==> src/rtl/bypass_bin_encoder.sv <==
`default_nettype none
// ============================================================================
// Module   : bypass_bin_encoder
// Purpose  : CABAC bypass-bin arithmetic encoder with outstanding-byte carry
//            resolution, back-pressured byte output and end-of-stream flush.
// Revision : 1.0  initial release
// ============================================================================
module bypass_bin_encoder (
  input  logic       clk,
  input  logic       reset,
  input  logic       bin_valid,
  input  logic       bin,
  input  logic [8:0] range_in,
  output logic       bin_ready,
  input  logic       flush,
  output logic [7:0] byte_out,
  output logic       byte_valid,
  input  logic       byte_ready,
  output logic       done
);

  typedef enum logic [2:0] {
    ST_IDLE       = 3'd0,
    ST_EMIT       = 3'd1,
    ST_EMIT_RUN   = 3'd2,
    ST_FLUSH_HEAD = 3'd3,
    ST_FLUSH_RUN  = 3'd4,
    ST_FLUSH_TAIL = 3'd5,
    ST_DONE       = 3'd6
  } state_t;

  localparam logic [4:0] c_BITS_LEFT_INIT = 5'd23;
  localparam logic [7:0] c_BUF_BYTE_INIT  = 8'hFF;

  state_t      r_state, w_state_nx;
  logic [31:0] r_low, w_low_nx;
  logic [4:0]  r_bits_left, w_bits_left_nx;
  logic [7:0]  r_buffered_byte, w_buffered_byte_nx;
  logic [7:0]  r_num_buffered, w_num_buffered_nx;
  logic [7:0]  r_emit_byte, w_emit_byte_nx;
  logic        r_carry, w_carry_nx;
  logic        r_tail_idx, w_tail_idx_nx;

  logic [31:0] w_low_upd;
  logic [4:0]  w_bits_dec;
  logic [4:0]  w_bits_wo;
  logic [8:0]  w_lead;
  logic [5:0]  w_head_shift;
  logic        w_head_carry;
  logic [15:0] w_tail;
  logic        w_tail_two;
  logic [7:0]  w_num_inc;
  logic [7:0]  w_run_byte;

  assign w_low_upd    = (r_low << 1) + (bin ? {23'd0, range_in} : 32'd0);
  assign w_bits_dec   = r_bits_left - 5'd1;
  assign w_bits_wo    = w_bits_dec + 5'd8;
  assign w_lead       = 9'(w_low_upd >> (5'd24 - w_bits_dec));
  assign w_head_shift = 6'd32 - {1'b0, r_bits_left};
  assign w_head_carry = (r_low >> w_head_shift) != 32'd0;
  // Remaining low[31-bits_left:8] pushed to the top so it reads out left-aligned.
  assign w_tail       = 16'(((r_low >> 8) << ({1'b0, r_bits_left} + 6'd8)) >> 16);
  assign w_tail_two   = r_bits_left < 5'd16;
  assign w_num_inc    = (r_num_buffered == 8'hFF) ? 8'hFF : r_num_buffered + 8'd1;
  assign w_run_byte   = r_carry ? 8'h00 : 8'hFF;

  always_ff @(posedge clk or posedge reset) begin
    if (reset) begin
      r_state         <= ST_IDLE;
      r_low           <= 32'd0;
      r_bits_left     <= c_BITS_LEFT_INIT;
      r_buffered_byte <= c_BUF_BYTE_INIT;
      r_num_buffered  <= 8'd0;
      r_emit_byte     <= 8'd0;
      r_carry         <= 1'b0;
      r_tail_idx      <= 1'b0;
    end else begin
      r_state         <= w_state_nx;
      r_low           <= w_low_nx;
      r_bits_left     <= w_bits_left_nx;
      r_buffered_byte <= w_buffered_byte_nx;
      r_num_buffered  <= w_num_buffered_nx;
      r_emit_byte     <= w_emit_byte_nx;
      r_carry         <= w_carry_nx;
      r_tail_idx      <= w_tail_idx_nx;
    end
  end

  always_comb begin
    w_state_nx         = r_state;
    w_low_nx           = r_low;
    w_bits_left_nx     = r_bits_left;
    w_buffered_byte_nx = r_buffered_byte;
    w_num_buffered_nx  = r_num_buffered;
    w_emit_byte_nx     = r_emit_byte;
    w_carry_nx         = r_carry;
    w_tail_idx_nx      = r_tail_idx;
    bin_ready          = 1'b0;
    byte_valid         = 1'b0;
    byte_out           = 8'h00;
    done               = 1'b0;

    case (r_state)
      ST_IDLE: begin
        bin_ready = 1'b1;
        if (bin_valid) begin
          w_low_nx       = w_low_upd;
          w_bits_left_nx = w_bits_dec;
          if (w_bits_dec < 5'd12) begin
            w_bits_left_nx = w_bits_wo;
            w_low_nx       = w_low_upd & (32'hFFFF_FFFF >> w_bits_wo);
            if (w_lead == 9'h0FF) begin
              w_num_buffered_nx = w_num_inc;
            end else if (r_num_buffered == 8'd0) begin
              w_buffered_byte_nx = w_lead[7:0];
              w_num_buffered_nx  = 8'd1;
            end else begin
              // The held byte absorbs the carry; the new lead takes its place.
              w_carry_nx         = w_lead[8];
              w_emit_byte_nx     = r_buffered_byte + {7'd0, w_lead[8]};
              w_buffered_byte_nx = w_lead[7:0];
              w_state_nx         = ST_EMIT;
            end
          end
        end else if (flush) begin
          w_tail_idx_nx = 1'b0;
          w_carry_nx    = w_head_carry;
          if (w_head_carry) begin
            w_low_nx   = r_low - (32'd1 << w_head_shift);
            w_state_nx = ST_FLUSH_HEAD;
          end else begin
            w_state_nx = (r_num_buffered != 8'd0) ? ST_FLUSH_HEAD : ST_FLUSH_TAIL;
          end
        end
      end

      ST_EMIT: begin
        byte_valid = 1'b1;
        byte_out   = r_emit_byte;
        if (byte_ready) begin
          w_state_nx = (r_num_buffered > 8'd1) ? ST_EMIT_RUN : ST_IDLE;
        end
      end

      ST_EMIT_RUN: begin
        byte_valid = 1'b1;
        byte_out   = w_run_byte;
        if (byte_ready) begin
          w_num_buffered_nx = r_num_buffered - 8'd1;
          if (r_num_buffered <= 8'd2) w_state_nx = ST_IDLE;
        end
      end

      ST_FLUSH_HEAD: begin
        byte_valid = 1'b1;
        byte_out   = r_buffered_byte + {7'd0, r_carry};
        if (byte_ready) begin
          w_state_nx = (r_num_buffered > 8'd1) ? ST_FLUSH_RUN : ST_FLUSH_TAIL;
        end
      end

      ST_FLUSH_RUN: begin
        byte_valid = 1'b1;
        byte_out   = w_run_byte;
        if (byte_ready) begin
          w_num_buffered_nx = r_num_buffered - 8'd1;
          if (r_num_buffered <= 8'd2) w_state_nx = ST_FLUSH_TAIL;
        end
      end

      ST_FLUSH_TAIL: begin
        byte_valid = 1'b1;
        byte_out   = r_tail_idx ? w_tail[7:0] : w_tail[15:8];
        if (byte_ready) begin
          if (!r_tail_idx && w_tail_two) w_tail_idx_nx = 1'b1;
          else                           w_state_nx    = ST_DONE;
        end
      end

      ST_DONE: begin
        done = 1'b1;
      end

      default: begin
        w_state_nx = ST_IDLE;
      end
    endcase
  end

endmodule
`default_nettype wire
==> config.mk <==
export PLATFORM = sky130hd
export DESIGN_NAME = bypass_bin_encoder
export DESIGN_NICKNAME = d
export VERILOG_FILES = /design/src/rtl/bypass_bin_encoder.sv
export SDC_FILE = /design/constraint.sdc
export NUM_CORES = 1
export LEC_CHECK = 0
export CORE_ASPECT_RATIO = 1.1
export CORE_MARGIN = 8
export CORE_UTILIZATION = 59
export DETAILED_ROUTE_END_ITERATION = 6
export PLACE_DENSITY = 0.76
export SLEW_MARGIN = 20
export SYNTH_ARGS = -nofsm -noshare
export SYNTH_HDL_FRONTEND = slang
export SYNTH_SLANG_ARGS = --single-unit
==> constraint.sdc <==
create_clock -name clk -period 7.43 [get_ports clk]
set_input_delay 0.743 -clock clk [delete_from_list [all_inputs] [get_ports clk]]
set_output_delay 0.743 -clock clk [all_outputs]
set_load 0.02 [all_outputs]
Word level (Yosys, flattened, before mapping)
Index checks and enable logic that the tools add are counted.

Add/sub/neg operators: 11. Multiply operators: 0. Divide/modulo/power cells: 0. $lt $le $gt $ge: 4. Eq/ne operators: 30. Shifts and indexed selects: 5. Multiplexer cells: 47. Bitwise logic cells: 4. Reduce and logical (&&, ||, !) cells: 20.

Operators by type and width (number): 32-bit 2-to-1 mux (4); 8-bit 2-to-1 mux (8); 3-bit 2-to-1 mux (15); 32-bit by 9-bit adder with 32-bit output (1); 32-bit bitwise AND (1); 8-bit one-hot mux with 4 select lines (1); 32-bit nonzero test (1); 1-bit by 6-bit left shift with 32-bit output (first input constant) (1); 24-bit by 6-bit left shift with 32-bit output (1); 32-bit by 5-bit >> shifter with 32-bit output (first input constant) (1); 32-bit by 5-bit >> shifter with 9-bit output (1); 32-bit by 6-bit >> shifter with 32-bit output (1); 32-bit subtractor (1); 2-bit != test (second input constant) (15); 3-bit one-hot mux with 7 select lines (1); 5-bit AND reduction (4); 8-bit by 1-bit adder with 8-bit output (2); 8-bit one-hot mux with 2 select lines (1); 3-bit != test (second input constant) (5); 1-bit 2-to-1 mux (13); 13-bit AND reduction (1); 3-bit == test (second input constant) (3); 9-bit by 8-bit == test with 1-bit output (second input constant) (1); 9-bit 2-to-1 mux (1); other kinds (30) (37).

Bits in registers: 66. Bits in latches: 0. Memory bits (writable): 0. ROM bits: 0. Input bits: 15. Output and inout port bits: 11. Memories kept: 0.

Logic depth before layout (Yosys ltp)
Gate-level depths: netlist of run 1.

Word-level depth: 8. Gate-level depth with buffers: 25. Mapped depth without buffers: 21.

Worst setup path after synthesis of run 1
Ideal clock, no wire load.

Kind: register -> register. From: register r_bits_left[0]. To: register r_low[29]. Arrival: 5.424 ns. Required time: 7.305 ns. Setup slack: 1.881 ns. Cell stages (with the launch flop): 24. Buffers on the path: 4. Clock period less this slack: 5.549 ns. Cells stage by stage: dfstp_2 -> inv_2 -> buf_1 -> buf_1 -> buf_1 -> ha_1 -> inv_1 -> ha_1 -> clkbuf_1 -> nor3_1 -> nand2_1 -> ha_1 -> and3_1 -> a221oi_1 -> o21ai_0 -> o21ai_0 -> nand3_1 -> a31o_2 -> o311a_1 -> a221o_1 -> nand2_1 -> xor2_1 -> o21ai_0 -> mux2_2.

Cells in the longest elaborated chain, start to end: 6. Elaborated cells between the ends (all ways): 16. Classes of those cells: add/sub: 4; order compare: 1; shift: 3; mux: 4; bitwise: 1; reduce/logical: 3.

RTL lines: start: declaration (line 37) `logic [4:0] r_bits_left, w_bits_left_nx;`; start signal: assignment (line 71) `r_bits_left <= c_BITS_LEFT_INIT;`; start signal: assignment (line 80) `r_bits_left <= w_bits_left_nx;`; 5-bit by 1-bit subtractor with 5-bit output * (line 56) `assign w_bits_dec = r_bits_left - 5'd1;`; net w_bits_dec[0] (line 45) `logic [4:0] w_bits_dec;`; 5-bit by 4-bit adder with 5-bit output (line 57) `assign w_bits_wo = w_bits_dec + 5'd8;`; 32-bit by 5-bit >> shifter with 32-bit output (line 111) `w_low_nx = w_low_upd & (32'hFFFF_FFFF >> w_bits_wo);`; 32-bit bitwise AND (line 111); 32-bit 2-to-1 mux * (line 109) `if (w_bits_dec < 5'd12) begin`; 32-bit 2-to-1 mux * (line 106) `if (bin_valid) begin`; end signal: assignment (line 79) `r_low <= w_low_nx;`; end: declaration (line 36) `logic [31:0] r_low, w_low_nx;`.

Mark *: on every way through the listed nets, which the timed path passes. The rest lies on a longest branch. The select of a mux whose other input is x is not followed. A chain may end at the register's enable or synchronous reset.

Worst setup path after layout of run 1
From: input port bin. To: register r_state[1].

Cells in the longest elaborated chain, start to end: 6.

RTL lines: start: declaration (line 12) `input logic bin,`; 9-bit 2-to-1 mux (line 55) `assign w_low_upd = (r_low << 1) + (bin ? {23'd0, range_in} : 32'd0);`; 32-bit by 9-bit adder with 32-bit output (line 55); 32-bit by 5-bit >> shifter with 9-bit output (line 58) `assign w_lead = 9'(w_low_upd >> (5'd24 - w_bits_dec));`; 9-bit by 8-bit == test with 1-bit output (line 112) `if (w_lead == 9'h0FF) begin`; 3-bit != test (no line); 13-bit AND reduction (no line); end signal: assignment (line 78) `r_state <= w_state_nx;`; end: declaration (line 35) `state_t r_state, w_state_nx;`.

No other way between the ends.

==> impl_metrics.py, run 1 <==
metrics = {
    "outcome": {
        "status": "finished with violations",
        "violations": "design-rule violations",
    },
    "worst_setup_path": {
        "crit_required_ns": 7.66,
        "max_stage_delay_ns": 0.85,
        "cp-end-kind": "register",
        "crit_chain": "clkdlybuf4s50_1 > and2_1 > ha_1 > inv_1 > fa_1 > and2b_1 > o21ai_1 > a211oi_1 > xnor2_1 > o22ai_1 > a2111oi_0 > a21oi_1 > a211o_1 > nor4_2 > o21ai_1 > mux2_1",
        "startpoint_type": "input pin",
        "critPathMaxFanout": 10,
        "worstPathArrival_ns": 6.32,
        "crit_top_cell": "o21ai_1",
        "critical_path_class": "in2reg",
        "slowest_stage": "xnor2_1",
    },
    "die": {
        "die_h_um": 160,
        "rows": 52,
        "coreArea_sq_um": 18400,
        "io_pins": 26,
        "dieArea_sq_um": 23500,
        "start_util_pct": 60.3,
        "die_x_um": 147,
    },
    "timing": {
        "period_share_pct": 82.0,
        "hold_viol": 0,
        "fmax_mhz": 164,
        "setup_violations": 0,
        "drv_slew": 0,
        "tightest_slew_ns": 1.05,
        "slew_headroom_pct": 29.2,
        "fin_skew_ns": 0.00729,
        "finalSetupTns_ns": 0,
        "setup_ws_ns": 1.33,
        "min_period_ns": 6.10,
        "rsz0062_at_grt": "no",
    },
    "cts": {
        "cts.sinks": 66,
        "clk_latency_ns": 0.35,
        "cts_hold_buf": 0,
        "cts_buffers": 9,
        "cts_setup_buffers": 0,
        "path_clk_slew_ns": 0.06,
        "clock_path_buffers": 2,
        "htree_levels": 3,
        "cts_resized": 0,
        "cts_tree": "yes",
        "root_buffer": "clkbuf_16",
    },
    "synthesis": {
        "async_flop_share_pct": 100,
        "ys_seq_area_share_pct": 15.0,
        "ys_warn_count": 0,
        "syn_avg_cell_area_sq_um": 7.34,
        "synth_nets": 1593,
        "ys.flop_type": "dfrtp_1",
        "netlist_area_sq_um": 11100,
        "syn_inst": 1513,
        "synth_edf_count": 0,
        "synth_cell_types": 92,
        "synth-seq-cells": 66,
    },
    "detailed_routing": {
        "dr.pass1.iters": 7,
        "via_count": 12567,
        "ant_nets": 0,
        "avgRoutedWirePerCell_um": 25.6,
        "viasPerCell": 7.38,
        "drc": 31,
        "wirelength_um": 43600,
        "drt-initial-drc-count": 1730,
    },
    "layout": {
        "final_layout_size_suffix_gt1_share_pct": 8.01,
        "fill_cells": 1699,
        "area_growth_pct": 5.06,
        "num_antenna_cells": 0,
        "nNetsFinal": 1537,
    },
    "place": {
        "dp_hpwl_um": 32300,
        "dp_slack_ns": 1.09,
        "gp_congestion": 1.06,
        "port_buffers": 25,
    },
    "global_route": {
        "grt_pass1_wl_um": 66700,
        "grt_max_degree": 71,
        "grt_overflow": 0,
        "antenna_found_initial": 0,
        "grt_pass1_vias": 11502,
        "grt.total_usage_pct": 35.8,
    },
    "hold_path": {
        "hold_path.class": "reg2reg",
    },
    "job": {
        "max_cap_violations": 0,
    },
}
[critical path, delay by kind of cell]
kind / cells / cell delay, ns
xor+xnor: 1 / 0.85
simple gates: 3 / 1.06
buf+inv: 2 / 0.61
fa+ha+maj: 2 / 0.40
mux: 1 / 0.36
compound gates: 7 / 2.28
[synthesized netlist by cell type (18+ instances only)]
cell type | number | area [sq um]
o22ai_1 | 19 | 119
and2_1 | 22 | 138
clkbuf_1 | 82 | 308
nand4_1 | 20 | 125
xor2_1 | 24 | 210
dfrtp_1 | 54 | 1350
o211ai_1 | 19 | 143
nand3_1 | 42 | 210
nand2_1 | 166 | 623
a21oi_1 | 97 | 485
nor3_1 | 51 | 255
nor2_1 | 130 | 488
inv_1 | 46 | 173
o21ai_0 | 99 | 495
mux2_2 | 24 | 270
ha_1 | 63 | 788
xnor2_1 | 41 | 359
nor2b_1 | 18 | 113
mux2i_1 | 33 | 330
a31oi_1 | 22 | 138
a21o_1 | 22 | 165
a211oi_1 | 38 | 285
[path summary, 6_finish.rpt]
path | start | to | slack (ns) | cells past startpoint
min in group asynchronous | reset | r_low[28]$_DFFE_PP0P_ | 1.00 | 3
worst max-delay path | bin | r_state[1]$_DFFE_PP0P_ | 1.33 | 16
max in group asynchronous | reset | r_emit_byte[4]$_DFFE_PP0P_ | 5.83 | 3
worst min-delay path | r_emit_byte[1]$_DFFE_PP0P_ | r_emit_byte[1]$_DFFE_PP0P_ | 0.50 | 1
worst max register to register | r_bits_left[0]$_DFFE_PP1P_ | r_state[1]$_DFFE_PP0P_ | 1.44 | 15
worst min register to register | r_emit_byte[1]$_DFFE_PP0P_ | r_emit_byte[1]$_DFFE_PP0P_ | 0.50 | 1
[layer usage]
metal	up-vias	track usage [%]	part of all wire, %
met3	194	7.66	10
met1	5871	44.7	39
li1	5657	-	-
met5	-	0	0
met4	0	21.6	6.6
met2	845	55.6	44
[area by class of cell]
class	count	area [sq um]	share of cell area (%)
Sequential cell	66	1670	14.3
Tap cell	243	304	2.61
Clock inverter	4	51.3	0.440
Clock buffer	11	253	2.17
Timing Repair Buffer	45	395	3.39
Inverter	50	188	1.61
Multi-Input combinational cell	1285	8810	75.5
[kinds of logic after synthesis]
kind of cell    synth area share, %
simple gates                   24.6
compound gates                 33.2
buf+inv                        5.79
mux                            8.76
flops                          15.0
xor+xnor                       5.13
fa+ha+maj                      7.46
[registers in the layout (all words and copies together), names as in the netlist]
signal           cells
r_tail_idx           1
r_buffered_byte      8
r_bits_left          5
r_low               32
r_state              3
r_num_buffered       8
r_emit_byte          8
r_carry              1
[per-stage QoR]
| step | util, % | area, sq um | hold WS (ns) | cells |
|---|---|---|---|---|
| after CTS | 63.3 | 11700 | 0.503 | 1704 |
| after detailed placement | 61.7 | 11400 | 0.483 | 1689 |
| after global routing | 63.3 | 11700 | 0.516 | 1704 |
| after floorplan | - | 11100 | 0.459 | 1513 |
| after global placement | 61.7 | 11400 | 0.470 | 1689 |
| final | 63.3 | 11700 | 0.503 | 1704 |
[cells in the final DEF (no fill, tap or decap), drive strengths merged, types with 23 or more instances in the layout]
master	synthesis	routed
nor3	52	52
mux2	37	37
nand3	43	43
mux2i	33	33
a31oi	23	23
a211oi	40	40
clkdlybuf4s50	0	24
ha	63	63
a21oi	97	97
inv	47	47
dfrtp	54	54
nand2	166	166
o21ai	103	103
nor2	131	131
xnor2	41	41
xor2	24	24
Power of run 1 is left out: the tool's default activity adds up to more than one toggle a clock period on the data nets, which glitch-free logic cannot reach.
==> run 2: changes to the inputs <==
==> constraint.sdc (replaced) <==
create_clock -name clk -period 6.1 [get_ports clk]
set_input_delay 0.61 -clock clk [delete_from_list [all_inputs] [get_ports clk]]
set_output_delay 0.61 -clock clk [all_outputs]
set_load 0.02 [all_outputs]
==> run 2 against run 1 <==
Compared with the run above:
- the run still ends with design-rule violations left
- register-to-register slack got worse by 1.1 ns
- final cell count rose by 1.9%
- core utilization up 1.3 points
- die area did not move
- worst setup slack got worse by 1.0 ns
- non-clock buffer count is 31 higher
- via count up 1.1%
- clock skew up 0.011 ns
- routed wire length is 0.28% higher
- critical endpoint is now r_emit_byte[0]$_DFFE_PP0P_
==> impl_metrics.py, run 2 (synthesis gave the netlist of run 1 again) <==
metrics = {
    "layout": {
        "final_util_pct": 64.7,
        "largest-register": "r_low",
        "final_layout_size_suffix_gt1_share_pct": 9.98,
        "nNetsFinal": 1568,
        "largest_reg_flops": 32,
        "fill_cells": 1709,
        "layout_common_cells": "nand2_1 (166), nor2_1 (130), o21ai_0 (99)",
        "final_common_cell": "nand2_1",
        "area_growth_pct": 7.28,
    },
    "worst_setup_path": {
        "r2r-end": "r_emit_byte[0]$_DFFE_PP0P_",
        "critPathMaxFanout": 20,
        "r2r_cells": 17,
        "crit_required_ns": 6.31,
        "worstPathArrival_ns": 5.99,
        "critical_path_class": "reg2reg",
        "slowest_stage": "nand2_1",
        "cp-startpoint": "r_bits_left[1]$_DFFE_PP1P_",
        "cp-end-kind": "register",
        "max_stage_delay_ns": 0.77,
        "crit_chain": "inv_1 > ha_1 > inv_1 > ha_1 > nor2b_1 > mux2i_1 > nand3_1 > nand2_1 > nor3_1 > a311o_1 > a2111oi_0 > a21oi_1 > nand4bb_4 > nor4_4 > buf_12 > nor3_4 > mux2_1",
        "timing.rr.start": "r_bits_left[1]$_DFFE_PP1P_",
        "rrSetupSlack_ns": 0.32,
        "startpoint_type": "register",
    },
    "job": {
        "max_cap_violations": 0,
    },
    "timing": {
        "period_share_pct": 94.7,
        "slew_headroom_pct": 36.0,
        "fin_skew_ns": 0.0187,
        "hold_viol": 0,
        "finalSetupTns_ns": 0,
        "setup_violations": 0,
        "whs_ns": 0.505,
        "min_period_ns": 5.78,
        "fmax_mhz": 173,
        "rsz0062_at_grt": "no",
        "drv_slew": 0,
        "tightest_slew_ns": 0.960,
    },
    "hold_path": {
        "hold_path.class": "reg2reg",
        "hold_path_depth": 1,
        "hp-start": "r_emit_byte[2]$_DFFE_PP0P_",
        "hold_end": "r_emit_byte[2]$_DFFE_PP0P_",
    },
    "detailed_routing": {
        "dr.pass1.iters": 7,
        "viasPerCell": 7.31,
        "drt-initial-drc-count": 1681,
        "wirelength_um": 43700,
        "drc": 18,
        "avgRoutedWirePerCell_um": 25.2,
        "via_count": 12703,
        "ant_nets": 0,
    },
    "cts": {
        "cts_hold_buf": 0,
        "cts.sinks": 66,
        "root_buffer": "clkbuf_16",
        "htree_levels": 3,
        "cts_setup_buffers": 0,
        "cts_resized": 0,
        "cts_tree": "yes",
        "clock_path_buffers": 2,
        "clk_latency_ns": 0.35,
        "cts_buffers": 9,
        "path_clk_slew_ns": 0.06,
    },
    "global_route": {
        "grt.total_usage_pct": 36.4,
        "grt_pass1_wl_um": 68400,
        "antenna_found_initial": 2,
        "grt_max_degree": 67,
        "grt_overflow": 0,
        "grt_pass1_vias": 11846,
    },
    "outcome": {
        "violations": "design-rule violations",
        "status": "finished with violations",
    },
    "place": {
        "gp_congestion": 1.06,
        "port_buffers": 25,
        "dp_hpwl_um": 32700,
    },
    "die": {
        "coreArea_sq_um": 18400,
        "start_util_pct": 60.3,
        "io_pins": 26,
        "die_h_um": 160,
        "dieArea_sq_um": 23500,
        "rows": 52,
        "die_x_um": 147,
    },
}
## run 2: cell count changes in the layout (fill, tap and decap cells not counted), sizes merged
cell	delta
buf	+31
clkbuf	-1
diode	+1
clkinvlp	+1
inv	+1
## run 2: how the worst max path moves through the flow
stage                                            end  slack (ns)  cells after the start
after floorplan                r_low[29]$_DFFE_PP0P_        0.55                     23
after global placement    r_emit_byte[5]$_DFFE_PP0P_        0.34                     18
after detailed placement  r_emit_byte[6]$_DFFE_PP0P_        0.28                     18
after CTS                 r_emit_byte[0]$_DFFE_PP0P_        0.62                     17
after global routing      r_emit_byte[5]$_DFFE_PP0P_        0.12                     17
final                     r_emit_byte[0]$_DFFE_PP0P_        0.32                     17
## run 2: routing by layer
metal / vias up / global-route usage, % / wire (um) / share of wire, %
met5: - / 0 / 11 / 0.025
met4: 2 / 20.7 / 2930 / 6.7
met3: 211 / 8.56 / 4630 / 11
met2: 871 / 57.5 / 19400 / 44
li1: 5718 / - / - / -
met1: 5901 / 44.6 / 16800 / 38
## run 2: area by class of cell
class                   count  area [sq um]  area share, %
diodes                      1          2.50         0.0210
clock buffers              10           239           2.01
clock inverters             6          63.8          0.536
inverters                  50           188           1.58
multi-input cells        1285          8810           73.9
flip-flops and latches     66          1670           14.0
well taps                 243           304           2.55
repair buffers             76           641           5.38
## run 2: worst max-delay path: cells and delay by family (launching register included)
family / cells / cell delay [ns]
fa+ha+maj: 2 / 0.62
simple gates: 7 / 2.44
flops: 1 / 0.53
buf+inv: 3 / 0.38
mux: 2 / 0.68
compound gates: 3 / 0.97
## run 2: through the flow
step | setup slack, ns | cell area, sq um | std cells
2_1_floorplan | 0.551 | 11100 | 1513
3_5_place_dp | 0.276 | 11600 | 1720
3_3_place_gp | 0.342 | 11600 | 1720
5_1_grt | 0.119 | 11900 | 1737
6_report | 0.323 | 11900 | 1737
4_1_cts | 0.618 | 11900 | 1736
Power of run 2 is left out for the same reason.
